$ cat src/rtl/add_sub_arbiter.sv
// Round-robin arbiter sharing one combinational add/sub datapath between two requesters.
// Latency: accept at cycle T -> rsp_valid from cycle T+SETTLE+1; ops spaced >= SETTLE+2 cycles.
// Backpressure: while a result waits for rsp_ready, both request readies stay low (no queueing).
module add_sub_arbiter #(
    parameter int WIDTH  = 4,
    parameter int SETTLE = 1
) (
    input  logic             clk,
    input  logic             rst_n,
    input  logic             req0_valid,
    output logic             req0_ready,
    input  logic [WIDTH-1:0] req0_a,
    input  logic [WIDTH-1:0] req0_b,
    input  logic             req0_sub,
    input  logic             req1_valid,
    output logic             req1_ready,
    input  logic [WIDTH-1:0] req1_a,
    input  logic [WIDTH-1:0] req1_b,
    input  logic             req1_sub,
    output logic [WIDTH-1:0] as_a,
    output logic [WIDTH-1:0] as_b,
    output logic             as_cin,
    input  logic [WIDTH-1:0] as_r,
    input  logic             as_cout,
    output logic             rsp_valid,
    input  logic             rsp_ready,
    output logic             rsp_id,
    output logic [WIDTH-1:0] rsp_r,
    output logic             rsp_cout
);

    typedef enum logic [1:0] {
        IDLE = 2'd0,
        EXEC = 2'd1,
        RESP = 2'd2
    } state_t;

    // Counter reload: EXEC runs SETTLE cycles, capture happens when the counter hits 0.
    localparam logic [3:0] CNT_LOAD = 4'(SETTLE - 1);

    state_t           state_q;
    state_t           state_d;
    logic             ptr_q;
    logic [3:0]       cnt_q;
    logic [WIDTH-1:0] op_a_q;
    logic [WIDTH-1:0] op_b_q;
    logic             op_sub_q;
    logic             id_q;
    logic [WIDTH-1:0] r_q;
    logic             cout_q;

    logic             grant0;
    logic             grant1;
    logic             accept;
    logic             win_id;

    // Arbitration: a lone requester wins; under contention the pointer decides.
    always_comb begin
        grant0 = req0_valid && (!req1_valid || !ptr_q);
        grant1 = req1_valid && (!req0_valid ||  ptr_q);
    end

    // Grants are only offered while idle, so at most one ready is ever high.
    assign req0_ready = (state_q == IDLE) && grant0;
    assign req1_ready = (state_q == IDLE) && grant1;
    assign accept     = req0_ready || req1_ready;
    assign win_id     = req1_ready;

    // Datapath operands are only presented during EXEC; otherwise forced to zero.
    assign as_a   = (state_q == EXEC) ? op_a_q : '0;
    assign as_b   = (state_q == EXEC) ? op_b_q : '0;
    assign as_cin = (state_q == EXEC) ? op_sub_q : 1'b0;

    assign rsp_valid = (state_q == RESP);
    assign rsp_id    = id_q;
    assign rsp_r     = r_q;
    assign rsp_cout  = cout_q;

    // State register.
    always_ff @(posedge clk or negedge rst_n) begin
        if (!rst_n) begin
            state_q <= IDLE;
        end else begin
            state_q <= state_d;
        end
    end

    // Next-state logic.
    always_comb begin
        state_d = state_q;
        case (state_q)
            IDLE: if (accept)        state_d = EXEC;
            EXEC: if (cnt_q == 4'd0) state_d = RESP;
            RESP: if (rsp_ready)     state_d = IDLE;
            default:                 state_d = IDLE;
        endcase
    end

    // Operand latch, pointer update and settle countdown.
    always_ff @(posedge clk or negedge rst_n) begin
        if (!rst_n) begin
            ptr_q    <= 1'b0;
            cnt_q    <= 4'd0;
            op_a_q   <= '0;
            op_b_q   <= '0;
            op_sub_q <= 1'b0;
            id_q     <= 1'b0;
        end else if (accept) begin
            op_a_q   <= win_id ? req1_a : req0_a;
            op_b_q   <= win_id ? req1_b : req0_b;
            op_sub_q <= win_id ? req1_sub : req0_sub;
            id_q     <= win_id;
            ptr_q    <= !win_id;
            cnt_q    <= CNT_LOAD;
        end else if ((state_q == EXEC) && (cnt_q != 4'd0)) begin
            cnt_q    <= cnt_q - 4'd1;
        end
    end

    // Result capture on the last settle cycle; held until overwritten by the next op.
    always_ff @(posedge clk or negedge rst_n) begin
        if (!rst_n) begin
            r_q    <= '0;
            cout_q <= 1'b0;
        end else if ((state_q == EXEC) && (cnt_q == 4'd0)) begin
            r_q    <= as_r;
            cout_q <= as_cout;
        end
    end

endmodule

$ cat config.mk
export PLATFORM = sky130hd
export DESIGN_NAME = add_sub_arbiter
export DESIGN_NICKNAME = d
export VERILOG_FILES = /design/src/rtl/add_sub_arbiter.sv
export SDC_FILE = /design/constraint.sdc
export NUM_CORES = 1
export LEC_CHECK = 0
export BUFFER_PORTS_ARGS = -buffer_cell sky130_fd_sc_hd__buf_4
export CORE_AREA = 10 10 62 64
export CTS_BUF_LIST = sky130_fd_sc_hd__clkbuf_4 sky130_fd_sc_hd__clkbuf_8
export DETAILED_ROUTE_END_ITERATION = 8
export DIE_AREA = 0 0 72 74
export PLACE_DENSITY = 0.75
export SETUP_SLACK_MARGIN = 0.05
export SYNTH_ARGS = -nofsm -noshare
export SYNTH_HDL_FRONTEND = slang
export SYNTH_SLANG_ARGS = --single-unit
$ cat constraint.sdc
create_clock -name clk -period 1.4 [get_ports clk]
set_clock_uncertainty 0.1 [all_clocks]
set_input_delay 0.28 -clock clk [delete_from_list [all_inputs] [get_ports clk]]
set_output_delay 0.28 -clock clk [all_outputs]
set_load 0.01 [all_outputs]
=== Word-level counts from Yosys, hierarchy flattened ===
Index checks and enable logic that the tools add are counted.

* Mux-type cells: 12
* Equality and inequality tests: 5
* Reduce and logical (&&, ||, !) cells: 18
* Add/sub/neg operators: 1

{| class="wikitable"
|+ Operators with widths
! cell !! number
|-
| $mux 4 || 6
|-
| $logic_and 1x1->1 || 6
|-
| $mux 2 || 3
|-
| $pmux 2 s3 || 1
|-
| $logic_not 1->1 || 4
|-
| $logic_not 4->1 || 1
|-
| $ne 2x1->1 const B || 2
|-
| $reduce_bool 4->1 || 1
|-
| $sub 4x1->4 const B || 1
|-
| $logic_or 1x1->1 || 3
|-
| $reduce_and 3->1 || 1
|-
| $eq 2x1->1 const B || 1
|-
| $eq 2x2->1 const B || 1
|-
| $logic_not 2->1 || 1
|-
| $mux 1 || 2
|-
| $ne 2x2->1 const B || 1
|-
| $reduce_bool 2->1 || 1
|}

* Input bits: 28
* Output and inout bits: 18
* Flip-flop bits (word level): 22

=== Depth between registers and ports, before layout ===
* Word-level depth: 7
* Mapped depth: 5
* Mapped depth without buffers: 5

=== Worst setup path before layout ===
Ideal clock, no wire load.

* Kind: register to register
* Start point: register cnt_q[0]
* End point: register cout_q (netlist: rsp_cout)
* Path buffers: 0
* Clock period less this slack: 1521 ps
* Slack: -121 ps
* Library setup time: 125 ps
* Arrival: 1297 ps
* Cell stages (with the launch flop): 6
* Path through: dfrtp_1 -> inv_1 -> ha_1 -> nor3b_2 -> nand2_2 -> mux2_2

* Longest elaborated chain between the ends: 2

{| class="wikitable"
|+ Ends and longest elaborated chain
! what !! line !! text
|-
| start: declaration || 44 || <nowiki>logic [3:0] cnt_q;</nowiki>
|-
| start signal: assignment || 116 || <nowiki>cnt_q <= cnt_q - 4'd1;</nowiki>
|-
| $logic_not 4->1 || 125 || <nowiki>end else if ((state_q == EXEC) && (cnt_q == 4'd0)) begin</nowiki>
|-
| $logic_and 1x1->1 || 125 ||
|-
| end signal: assignment || 127 || <nowiki>cout_q <= as_cout;</nowiki>
|-
| end: declaration || 50 || <nowiki>logic cout_q;</nowiki>
|}

Every way passes these cells.
A chain may end at the register's enable or synchronous reset.

=== Worst setup path in the final report ===
* Start point: register state_q[0]
* End point: output rsp_valid

* Longest elaborated chain between the ends: 1

{| class="wikitable"
|+ Ends and longest elaborated chain
! what !! line !! text
|-
| start: declaration || 41 || <nowiki>state_t state_q;</nowiki>
|-
| start signal: assignment || 84 || <nowiki>state_q <= state_d;</nowiki>
|-
| $eq 2x2->1 || 74 || <nowiki>assign rsp_valid = (state_q == RESP);</nowiki>
|-
| end: declaration || 25 || <nowiki>output logic rsp_valid,</nowiki>
|}

Every way passes these cells.

==> flow_summary.json <==
{
  "dp_slack_ns": -0.159,
  "grt_pass1_vias": 1237,
  "crit_path_cell_trace": "buf_6 -> buf_6 -> or2b_1 -> inv_1 -> buf_6",
  "ios": 46,
  "cts_tree": "built",
  "insertion_delay_ns": 0.30,
  "drtAntennaViolNets": 0,
  "overflow": 0,
  "tightest_slew_ns": 0.363,
  "synth_cells": 117,
  "grt_usage_pct": 12.9,
  "setup_slack_ns": -0.353,
  "fp.dieH_microns": 74,
  "hp-class": "input pin to flop",
  "clk_pin_slew_ns": 0.13,
  "hold_violations": 0,
  "antenna_cells": 0,
  "ys_async_sr_fraction_pct": 100,
  "drc": 0,
  "io_buffers": 45,
  "antenna_found_initial": 0,
  "ff2ff_path_depth": 5,
  "die_area_sq_um": 5330,
  "finalCritPeriodShare_pct": 125,
  "outcome": "finished, violations left",
  "switching_share_pct": 36.7,
  "p_clk_share_pct": 11.7,
  "seq_area_sq_um": 552,
  "cp_max_fo": 4,
  "peakVddDrop_v": 0.00139,
  "place_inst": 200,
  "cts_made_buffers": 3,
  "end_kind": "output port",
  "routed_wl_microns": 3540,
  "internal-power_mw": 2.62,
  "crit_arrival_ns": 1.37,
  "power_density_nw_per_um2": 2180,
  "fin_util_pct": 71.3,
  "p_leak_nw": 0.929,
  "final_nets": 217,
  "vias": 1137,
  "share_seq_of_total_power_pct": 27.0,
  "rsz0062_at_grt": "true",
  "setup_viol": 32,
  "r2r_start": "cnt_q[0]$_DFFE_PN0P_",
  "synth_fp_nets": 147,
  "violations": "setup timing",
  "avgSynthCellArea_sq_um": 9.74,
  "initial_core_util_pct": 42.8,
  "slowest_stage": "dfrtp_1",
  "routabilityCongestion": 0.764,
  "root_buffer": "clkbuf_4",
  "core_sq_um": 2660,
  "multiInputGateArea_sq_um": 636,
  "place_area_sq_um": 1600,
  "h-tree-depth": 1,
  "ys.flop_type": "dfrtp_1",
  "initialDrtViolationCount": 84,
  "maxSlewViolCount": 0,
  "cp-endpoint": "rsp_valid",
  "viasPerCell": 5.24,
  "max_slew_margin_pct": 75.8,
  "crit_start": "state_q[0]$_DFFE_PN0P_",
  "synth_seq_area_share_pct": 48.3,
  "pwr-share-comb_pct": 61.3,
  "synth_area_sq_um": 1140,
  "clock_path_buffers": 2,
  "first_pass_iters": 4,
  "crit_path_frequent_cell": "buf_6",
  "power_switching_mw": 1.52,
  "die_w_microns": 72,
  "max_cap_viol_count": 0,
  "hpwl_microns": 2440,
  "worst-r2r-setup-slack_ns": -0.23,
  "layout-drive-gt1-share_pct": 57.0,
  "area_growth_pct": 66.6,
  "max_freq_mhz": 570,
  "numClockSinks": 22,
  "ys_types": 30,
  "r2r_end": "rsp_r[0]$_DFFE_PN0P_",
  "routedWlPerCell_microns": 16.3,
  "synth_edf_count": 0,
  "critPathKind": "flop to output port",
  "rows": 19,
  "final_cells": 217,
  "synth_seq_cells": 22,
  "grt_first_pass_wirelength_microns": 5610,
  "cp_slowest_stage_delay_ns": 0.42,
  "design_area_sq_um": 1900,
  "startpoint_type": "flop",
  "fillers": 194,
  "crit_required_ns": 1.02,
  "grt_max_degree": 23,
  "min_period_ns": 1.75,
  "synth_warnings": 0
}
## stage by stage
stage	hold slack (ns)	total power [mW]	TNS, ns
5_1_grt	0.0716	4.44	-9.50
4_1_cts	0.0313	3.84	-6.15
3_3_place_gp	0.0884	2.94	-0.667
6_report	0.0984	4.15	-6.56
3_5_place_dp	0.0895	3.02	-1.11
2_1_floorplan	-0.116	2.19	-0.519
## flip-flops by register name, indices dropped and copies added (netlist names)
name,count
op_b_q,4
cnt_q,4
rsp_r,4
rsp_cout,1
op_a_q,4
state_q,2
rsp_id,1
op_sub_q,1
ptr_q,1
## Yosys cell counts, types with 2 or more instances
cell | n | share of area (%)
o21ai_0 | 14 | 6.1
and2_1 | 10 | 5.5
a21oi_1 | 3 | 1.3
mux2_2 | 5 | 4.9
ha_1 | 2 | 2.2
nand3_1 | 10 | 4.4
clkbuf_1 | 3 | 0.99
nand2_1 | 2 | 0.66
nor2_1 | 3 | 0.99
dfrtp_1 | 22 | 48
nand2b_1 | 2 | 1.1
or3_2 | 2 | 1.3
o311ai_1 | 8 | 6.1
buf_2 | 2 | 0.88
inv_1 | 14 | 4.6
## layer usage
| layer | global-route usage, % | vias up | routed length (microns) | part of all wire [%] |
|---|---|---|---|---|
| li1 | - | 552 | - | - |
| met1 | 14.0 | 552 | 1410 | 40 |
| met2 | 23.8 | 25 | 1930 | 55 |
| met3 | 3.32 | 8 | 141 | 4.0 |
| met4 | 4.30 | 0 | 56 | 1.6 |
| met5 | 0 | - | 0 | 0 |
## repair_timing
item / CTS / global route
endpoints found under the hold margin: 22 / 1
pin swaps: 5 / 2
cloned: 1 / 0
endpoints found under the setup margin: 31 / 33
gates resized for setup: 25 / 18
hold buffers: 1 / 1
setup buffers: 7 / 4
## worst max-delay path: cells and delay by family, from the launching register on
kind          cells  cell delay, ns
flops             1            0.42
simple gates      1            0.23
buf+inv           4            0.42
## power by group through the flow
stage | registers [mW] | clock network, mW | logic [mW]
floorplan | 1.13 | 0 | 1.06
global placement | 1.11 | 0 | 1.83
detailed placement | 1.13 | 0 | 1.89
CTS | 1.11 | 0.498 | 2.23
global route | 1.16 | 0.522 | 2.75
finish | 1.12 | 0.487 | 2.54
## worst min-delay path by stage
| stage | slack, ns | startpoint | depth (start not counted) | endpoint |
|---|---|---|---|---|
| after floorplan | -0.12 | rst_n | 0 | cnt_q[0]$_DFFE_PN0P_ |
| after global routing | 0.07 | as_r[0] | 2 | rsp_r[0]$_DFFE_PN0P_ |
| after detailed placement | 0.09 | rst_n | 1 | op_sub_q$_DFFE_PN0P_ |
| after global placement | 0.09 | rst_n | 1 | rsp_r[2]$_DFFE_PN0P_ |
| after CTS | 0.03 | rsp_ready | 2 | state_q[1]$_DFFE_PN0P_ |
| final | 0.1 | as_r[2] | 2 | rsp_r[2]$_DFFE_PN0P_ |
## layout make-up
cell class | instances | share of cell area, %
Tap cell | 31 | 2.04
Sequential cell | 22 | 29.1
Timing Repair Buffer | 71 | 29.9
Clock buffer | 3 | 1.19
Multi-Input combinational cell | 75 | 33.5
Clock inverter | 1 | 1.58
Inverter | 14 | 2.77
## cell families after synthesis
logic type,Yosys count,synth area share [%]
AO/OA/AOI/OAI,30,17.0
adder cells (fa/ha/maj),2,2.20
multiplexers,6,5.82
AND/OR/NAND/NOR,37,19.2
buffers and inverters,20,7.46
flip-flops,22,48.3
## cell usage in the layout (no fill, tap or decap)
cell type      synthesis  layout
buf_4                  0      61
dfrtp_1               22      21
inv_1                 14      12
and2_1                10       9
o21ai_0               14       9
nand3_1               10       9
buf_6                  1       8
o311ai_1               8       7
mux2_2                 5       5
or3_4                  0       3
a21oi_2                0       3
o21ai_1                1       3
o21ai_2                0       3
clkbuf_4               0       3
inv_2                  0       2
nand2_1                2       2
nand2b_4               0       2
nor2_1                 3       2
ha_4                   0       2
dlygate4sd3_1          0       2
nor2_2                 0       1
nand3_2                0       1
nor3b_2                1       1
and2_4                 0       1
nor2b_2                0       1
or2b_1                 1       1
mux2i_1                1       1
nor3b_4                0       1
or4_4                  0       1
or2_4                  0       1
a21o_1                 1       1
nand2_4                0       1
o221ai_2               0       1
o41ai_2                0       1
o311ai_2               0       1
o311ai_0               1       1
bufinv_16              0       1
dfrtp_2                0       1
No activity file was read; power rests on OpenSTA's default activity.
